<file path="src/rtl/fea_desc_serializer.sv">
// fea_desc_serializer: queues {col,row,descriptor} records on feature_flag and streams each MSB-first as bytes.
// Build option: define DESC_SER_HEADER_EN to precede every record with the sync byte 8'hA5.
module fea_desc_serializer #(
  parameter int COOR_W     = 10,
  parameter int DESC_W     = 128,
  parameter int FIFO_DEPTH = 16
) (
  input  logic                        clk,
  input  logic                        rst,
  input  logic                        feature_flag,
  input  logic [2*COOR_W+DESC_W-1:0]  des_coor,
  output logic [7:0]                  byte_out,
  output logic                        byte_valid,
  input  logic                        byte_ready,
  output logic                        byte_last,
  output logic [$clog2(FIFO_DEPTH):0] fifo_level,
  output logic                        overflow,
  output logic [15:0]                 drop_cnt,
  input  logic                        clr_status,
  output logic                        busy
);

  localparam int REC_W  = 2*COOR_W + DESC_W;
  localparam int NBYTES = (REC_W + 7) / 8;
  localparam int PAD_W  = NBYTES * 8;
  localparam int PTR_W  = $clog2(FIFO_DEPTH);
  localparam int LVL_W  = PTR_W + 1;
  localparam int IDX_W  = $clog2(NBYTES + 1);
  localparam logic [IDX_W-1:0] LAST_IDX = IDX_W'(NBYTES - 1);

`ifdef DESC_SER_HEADER_EN
  typedef enum logic [1:0] {IDLE, HDR, SEND} state_t;
  localparam state_t FIRST = HDR;
`else
  typedef enum logic {IDLE, SEND} state_t;
  localparam state_t FIRST = SEND;
`endif

  logic [REC_W-1:0] mem_q [FIFO_DEPTH];
  logic [PTR_W:0]   wrPtr_q, rdPtr_q;
  logic [PAD_W-1:0] shiftReg_q, shiftReg_d, headRec;
  logic [IDX_W-1:0] byteIdx_q, byteIdx_d;
  state_t           state_q, state_d;
  logic             overflow_q, overflow_d;
  logic [15:0]      dropCnt_q, dropCnt_d;
  logic             fifoEmpty, fifoFull, doWrite, doDrop, doPop, lastByte;

  // Pointers carry one extra wrap bit so their difference is the occupancy.
  assign fifo_level = wrPtr_q - rdPtr_q;
  assign fifoEmpty  = (fifo_level == '0);
  assign fifoFull   = (fifo_level == LVL_W'(FIFO_DEPTH));
  assign doWrite    = feature_flag & ~fifoFull;
  assign doDrop     = feature_flag & fifoFull;
  assign headRec    = PAD_W'(mem_q[rdPtr_q[PTR_W-1:0]]);
  assign lastByte   = (state_q == SEND) && (byteIdx_q == LAST_IDX);

  assign overflow = overflow_q;
  assign drop_cnt = dropCnt_q;
  assign busy     = (state_q != IDLE) | ~fifoEmpty;

  always_ff @(posedge clk) begin
    if (doWrite) mem_q[wrPtr_q[PTR_W-1:0]] <= des_coor;
  end

  // Output bytes come straight from the shift register so they hold still while the sink stalls.
  always_comb begin
    state_d    = state_q;
    shiftReg_d = shiftReg_q;
    byteIdx_d  = byteIdx_q;
    doPop      = 1'b0;
    byte_out   = 8'h00;
    byte_valid = 1'b0;
    byte_last  = 1'b0;
    case (state_q)
      IDLE: begin
        if (!fifoEmpty) begin
          doPop      = 1'b1;
          shiftReg_d = headRec;
          byteIdx_d  = '0;
          state_d    = FIRST;
        end
      end
`ifdef DESC_SER_HEADER_EN
      HDR: begin
        byte_out   = 8'hA5;
        byte_valid = 1'b1;
        if (byte_ready) state_d = SEND;
      end
`endif
      SEND: begin
        byte_out   = shiftReg_q[PAD_W-1 -: 8];
        byte_valid = 1'b1;
        byte_last  = lastByte;
        if (byte_ready) begin
          if (lastByte) begin
            if (!fifoEmpty) begin
              doPop      = 1'b1;
              shiftReg_d = headRec;
              byteIdx_d  = '0;
              state_d    = FIRST;
            end else begin
              state_d = IDLE;
            end
          end else begin
            shiftReg_d = shiftReg_q << 8;
            byteIdx_d  = byteIdx_q + IDX_W'(1);
          end
        end
      end
      default: state_d = IDLE;
    endcase
  end

  // A drop coinciding with a clear is still recorded as the first drop after it.
  always_comb begin
    overflow_d = overflow_q;
    dropCnt_d  = dropCnt_q;
    if (clr_status) begin
      overflow_d = doDrop;
      dropCnt_d  = doDrop ? 16'd1 : 16'd0;
    end else if (doDrop) begin
      overflow_d = 1'b1;
      if (dropCnt_q != 16'hFFFF) dropCnt_d = dropCnt_q + 16'd1;
    end
  end

  always_ff @(posedge clk or posedge rst) begin
    if (rst) begin
      state_q    <= IDLE;
      shiftReg_q <= '0;
      byteIdx_q  <= '0;
      wrPtr_q    <= '0;
      rdPtr_q    <= '0;
      overflow_q <= 1'b0;
      dropCnt_q  <= '0;
    end else begin
      state_q    <= state_d;
      shiftReg_q <= shiftReg_d;
      byteIdx_q  <= byteIdx_d;
      overflow_q <= overflow_d;
      dropCnt_q  <= dropCnt_d;
      if (doWrite) wrPtr_q <= wrPtr_q + LVL_W'(1);
      if (doPop)   rdPtr_q <= rdPtr_q + LVL_W'(1);
    end
  end

endmodule

</file>
<file path="config.mk">
export PLATFORM = sky130hd
export DESIGN_NAME = fea_desc_serializer
export DESIGN_NICKNAME = d
export VERILOG_FILES = /design/src/rtl/fea_desc_serializer.sv
export SDC_FILE = /design/constraint.sdc
export NUM_CORES = 2
export LEC_CHECK = 0
export ABC_AREA = 1
export CAP_MARGIN = 20
export CORE_UTILIZATION = 45
export DETAILED_ROUTE_END_ITERATION = 12
export GPL_ROUTABILITY_DRIVEN = 0
export PLACE_DENSITY = 0.6
export SYNTH_ARGS = -nofsm -noshare
export SYNTH_HDL_FRONTEND = slang
export SYNTH_SLANG_ARGS = --single-unit
</file>
<file path="constraint.sdc">
create_clock -name clk -period 9.3 [get_ports clk]
set_input_delay 1.395 -clock clk [delete_from_list [all_inputs] [get_ports clk]]
set_output_delay 1.395 -clock clk [all_outputs]
set_load 0.1 [all_outputs]
</file>
==> impl_metrics.py <==
metrics = {
    "global_routing": {
        "grt.overflow.total": 0,
        "grt_first_pass_wirelength_um": 424000,
        "grt_pass1_vias": 64400,
        "track_usage_pct": 24.4,
        "grt_max_degree": 215,
        "antenna_found_initial": 25,
    },
    "routing": {
        "vias": 67500,
        "wl_per_cell_um": 23.7,
        "drt_iter0_drc": 7198,
        "drc_errors": 0,
        "drt_pass1_iterations": 6,
        "ant_nets": 0,
        "avgViaCountPerCell": 5.61,
        "wl_um": 286000,
    },
    "sta": {
        "relSlewSlack_pct": 20.3,
        "fin_crit_ns": 6.81,
        "setup_violations": 0,
        "finalSetupTns_ns": 0,
        "finClkSkew_ns": 0.0620,
        "hold_viol": 0,
        "worstMarginPinSlew_ns": 1.19,
        "drv_slew": 0,
        "post-route-period-util_pct": 73.2,
        "max_freq_ghz": 0.147,
        "rsz0062_at_grt": "false",
    },
    "logic_synthesis": {
        "avgSynthCellArea_um2": 11.8,
        "synth_top_area_cell": "edfxtp_1",
        "syn_inst": 8772,
        "synth-warning-count": 0,
        "yosysUniqueCellTypes": 41,
        "synth_edf_count": 2368,
        "yosysSeqAreaShare_pct": 73.0,
        "synth_top_area_share_pct": 68.5,
        "ys_ff_latch": 2553,
        "async_flop_share_pct": 7.25,
        "synth_common_cells": "edfxtp_1, nand2_1, nor2_1",
        "synth-main-ff-cell": "edfxtp_1",
        "synth.top_cells.by_area": "edfxtp_1, nand2_1, dfrtp_1, o21ai_0, nor2_1",
        "synth_fp_nets": 8938,
        "netlist_area_um2": 104000,
        "synth.most_common_cell": "edfxtp_1",
    },
    "clock_network": {
        "cts_hold_buffers": 0,
        "cts_buffers": 285,
        "insertion_delay_ns": 0.95,
        "htree_levels": 5,
        "cts.repair.resized": 0,
        "clock-sinks": 2553,
        "cts_setup_buffers": 0,
        "clock_path_buffers": 4,
        "cts.clk_slew.worst_paths_ns": 0.06,
        "cts_tree": "yes",
        "cts_root_buf": "clkbuf_16",
    },
    "run": {
        "drv_cap": 0,
    },
    "pwr": {
        "leakage_nw": 41.2,
        "power_density_nw_per_um2": 322,
        "total_power_mw": 37.6,
        "ir_drop_mv": 0.308,
    },
    "floorplanning": {
        "ios": 186,
        "die_h_um": 482,
        "dieWidth_um": 482,
        "die_area_um2": 233000,
        "start_util_pct": 45.4,
        "core-area_um2": 228000,
        "num_rows": 175,
    },
    "worst_setup_path": {
        "r2r_end": "mem_q[11][41]$_DFFE_PP_",
        "slowest_delay_ns": 1.06,
        "critPathKind": "reg -> out",
        "reg2reg_from": "rdPtr_q[1]$_DFFE_PP0P_",
        "cp_max_fo": 85,
        "end_kind": "primary output",
        "cp_cell_sequence": "inv_8 -> fa_1 -> or2_0 -> nor2_1 -> nand3_2 -> nor2_4 -> buf_4 -> nand2_1 -> clkdlybuf4s50_1",
        "cpMaxStageDelayCell": "clkdlybuf4s50_1",
        "rrSetupSlack_ns": 3.99,
        "r2r_cells": 13,
        "startpoint_type": "flip-flop",
        "crit_required_ns": 7.91,
        "cp.arrival_ns": 5.41,
    },
    "placement": {
        "dp_hpwl_um": 151000,
        "port_buffers": 185,
    },
    "min_path": {
        "min-delay-start": "shiftReg_q[112]$_DFFE_PP0P_",
        "hp-class": "reg -> reg",
        "min_delay_path_depth": 2,
        "hold_end": "shiftReg_q[120]$_DFFE_PP0P_",
    },
    "layout": {
        "final_nets": 8983,
        "drive_above_1_share_pct": 6.31,
        "syn_to_final_growth_pct": 12.4,
        "final_util_pct": 51.1,
    },
    "outcome": {
        "outcome": "complete, no violations",
    },
}
## state kept, by name, indices dropped and copies added (netlist names)
name	flops
mem_q	2368
shiftReg_q	152
state_q	1
byteIdx_q	5
rdPtr_q	5
overflow	1
drop_cnt	16
wrPtr_q	5
## cell type report
class	instances	area, um^2
clock buffers	376	7660
well taps	3009	3760
fillers	19500	112000
diodes	9	22.5
repair buffers	300	2940
flip-flops and latches	2553	75800
inverters	450	1740
clock inverters	116	915
multi-input cells	5227	23800
## critical path, delay by kind of cell (launching register included)
kind          cells  cell delay (ns)
buf+inv           3             2.10
flops             1             0.74
simple gates      5             0.98
fa+ha+maj         1             0.56
## cells by family after synthesis
logic type	count (synthesis)	share of synthesized area, %
AND/OR/NAND/NOR	3610	14.0
AO/OA/AOI/OAI	1587	8.55
adder cells (fa/ha/maj)	13	0.164
flip-flops	2553	73.0
XOR/XNOR	17	0.143
buffers and inverters	992	4.21
## worst max path at each step
| stage | slack (ns) | endpoint | startpoint |
|---|---|---|---|
| finish | 2.49 | busy | rdPtr_q[1]$_DFFE_PP0P_ |
| global route | 2.30 | busy | rdPtr_q[1]$_DFFE_PP0P_ |
| CTS | 2.39 | busy | rdPtr_q[1]$_DFFE_PP0P_ |
| detailed placement | 3.40 | busy | rdPtr_q[1]$_DFFE_PP0P_ |
| global placement | 3.36 | busy | rdPtr_q[1]$_DFFE_PP0P_ |
| floorplan | -1.07 | mem_q[11][0]$_DFFE_PP_ | rdPtr_q[1]$_DFFE_PP0P_ |
## per-stage QoR
step | setup WS (ns) | hold slack [ns] | cells | area, um^2
after detailed placement | 3.40 | 0.465 | 11500 | 108000
after global routing | 2.30 | 0.503 | 12000 | 117000
after floorplan | -1.07 | 0.449 | 8772 | 104000
after global placement | 3.36 | 0.465 | 11500 | 108000
final | 2.49 | 0.464 | 12000 | 117000
after CTS | 2.39 | 0.470 | 12000 | 117000
## power by group
part / total, mW / switching, mW / internal, mW
combinational: 12.5 / 9.35 / 3.14
clock: 10.6 / 4.40 / 6.16
sequential: 14.5 / 0.548 / 13.9
## layer usage
layer	part of all wire [%]	GRT usage, %
met4	3.1	7.90
met1	43	34.8
met2	46	38.5
met5	0.028	0
met3	7.7	3.81
## layout by cell type (no fill, tap or decap), types with 9 or more instances in the layout
| cell type | n |
|---|---|
| nand2_1 | 1757 |
| nand3_1 | 545 |
| nor2_4 | 21 |
| ha_1 | 12 |
| clkinv_1 | 59 |
| buf_4 | 97 |
| clkinv_2 | 32 |
| edfxtp_1 | 2368 |
| clkbuf_16 | 292 |
| clkdlybuf4s50_1 | 185 |
| a21oi_1 | 85 |
| dfrtp_1 | 181 |
| o21ai_1 | 115 |
| o22ai_1 | 201 |
| xor2_1 | 14 |
| a22o_1 | 11 |
| diode_2 | 9 |
| clkbuf_1 | 80 |
| buf_12 | 18 |
| inv_1 | 436 |
| o21ai_0 | 919 |
| o211ai_1 | 245 |
| nand4_1 | 18 |
| bufinv_16 | 14 |
| or2_2 | 57 |
| nor2_1 | 1192 |
Note: power is estimated with default switching activity, not from simulation.
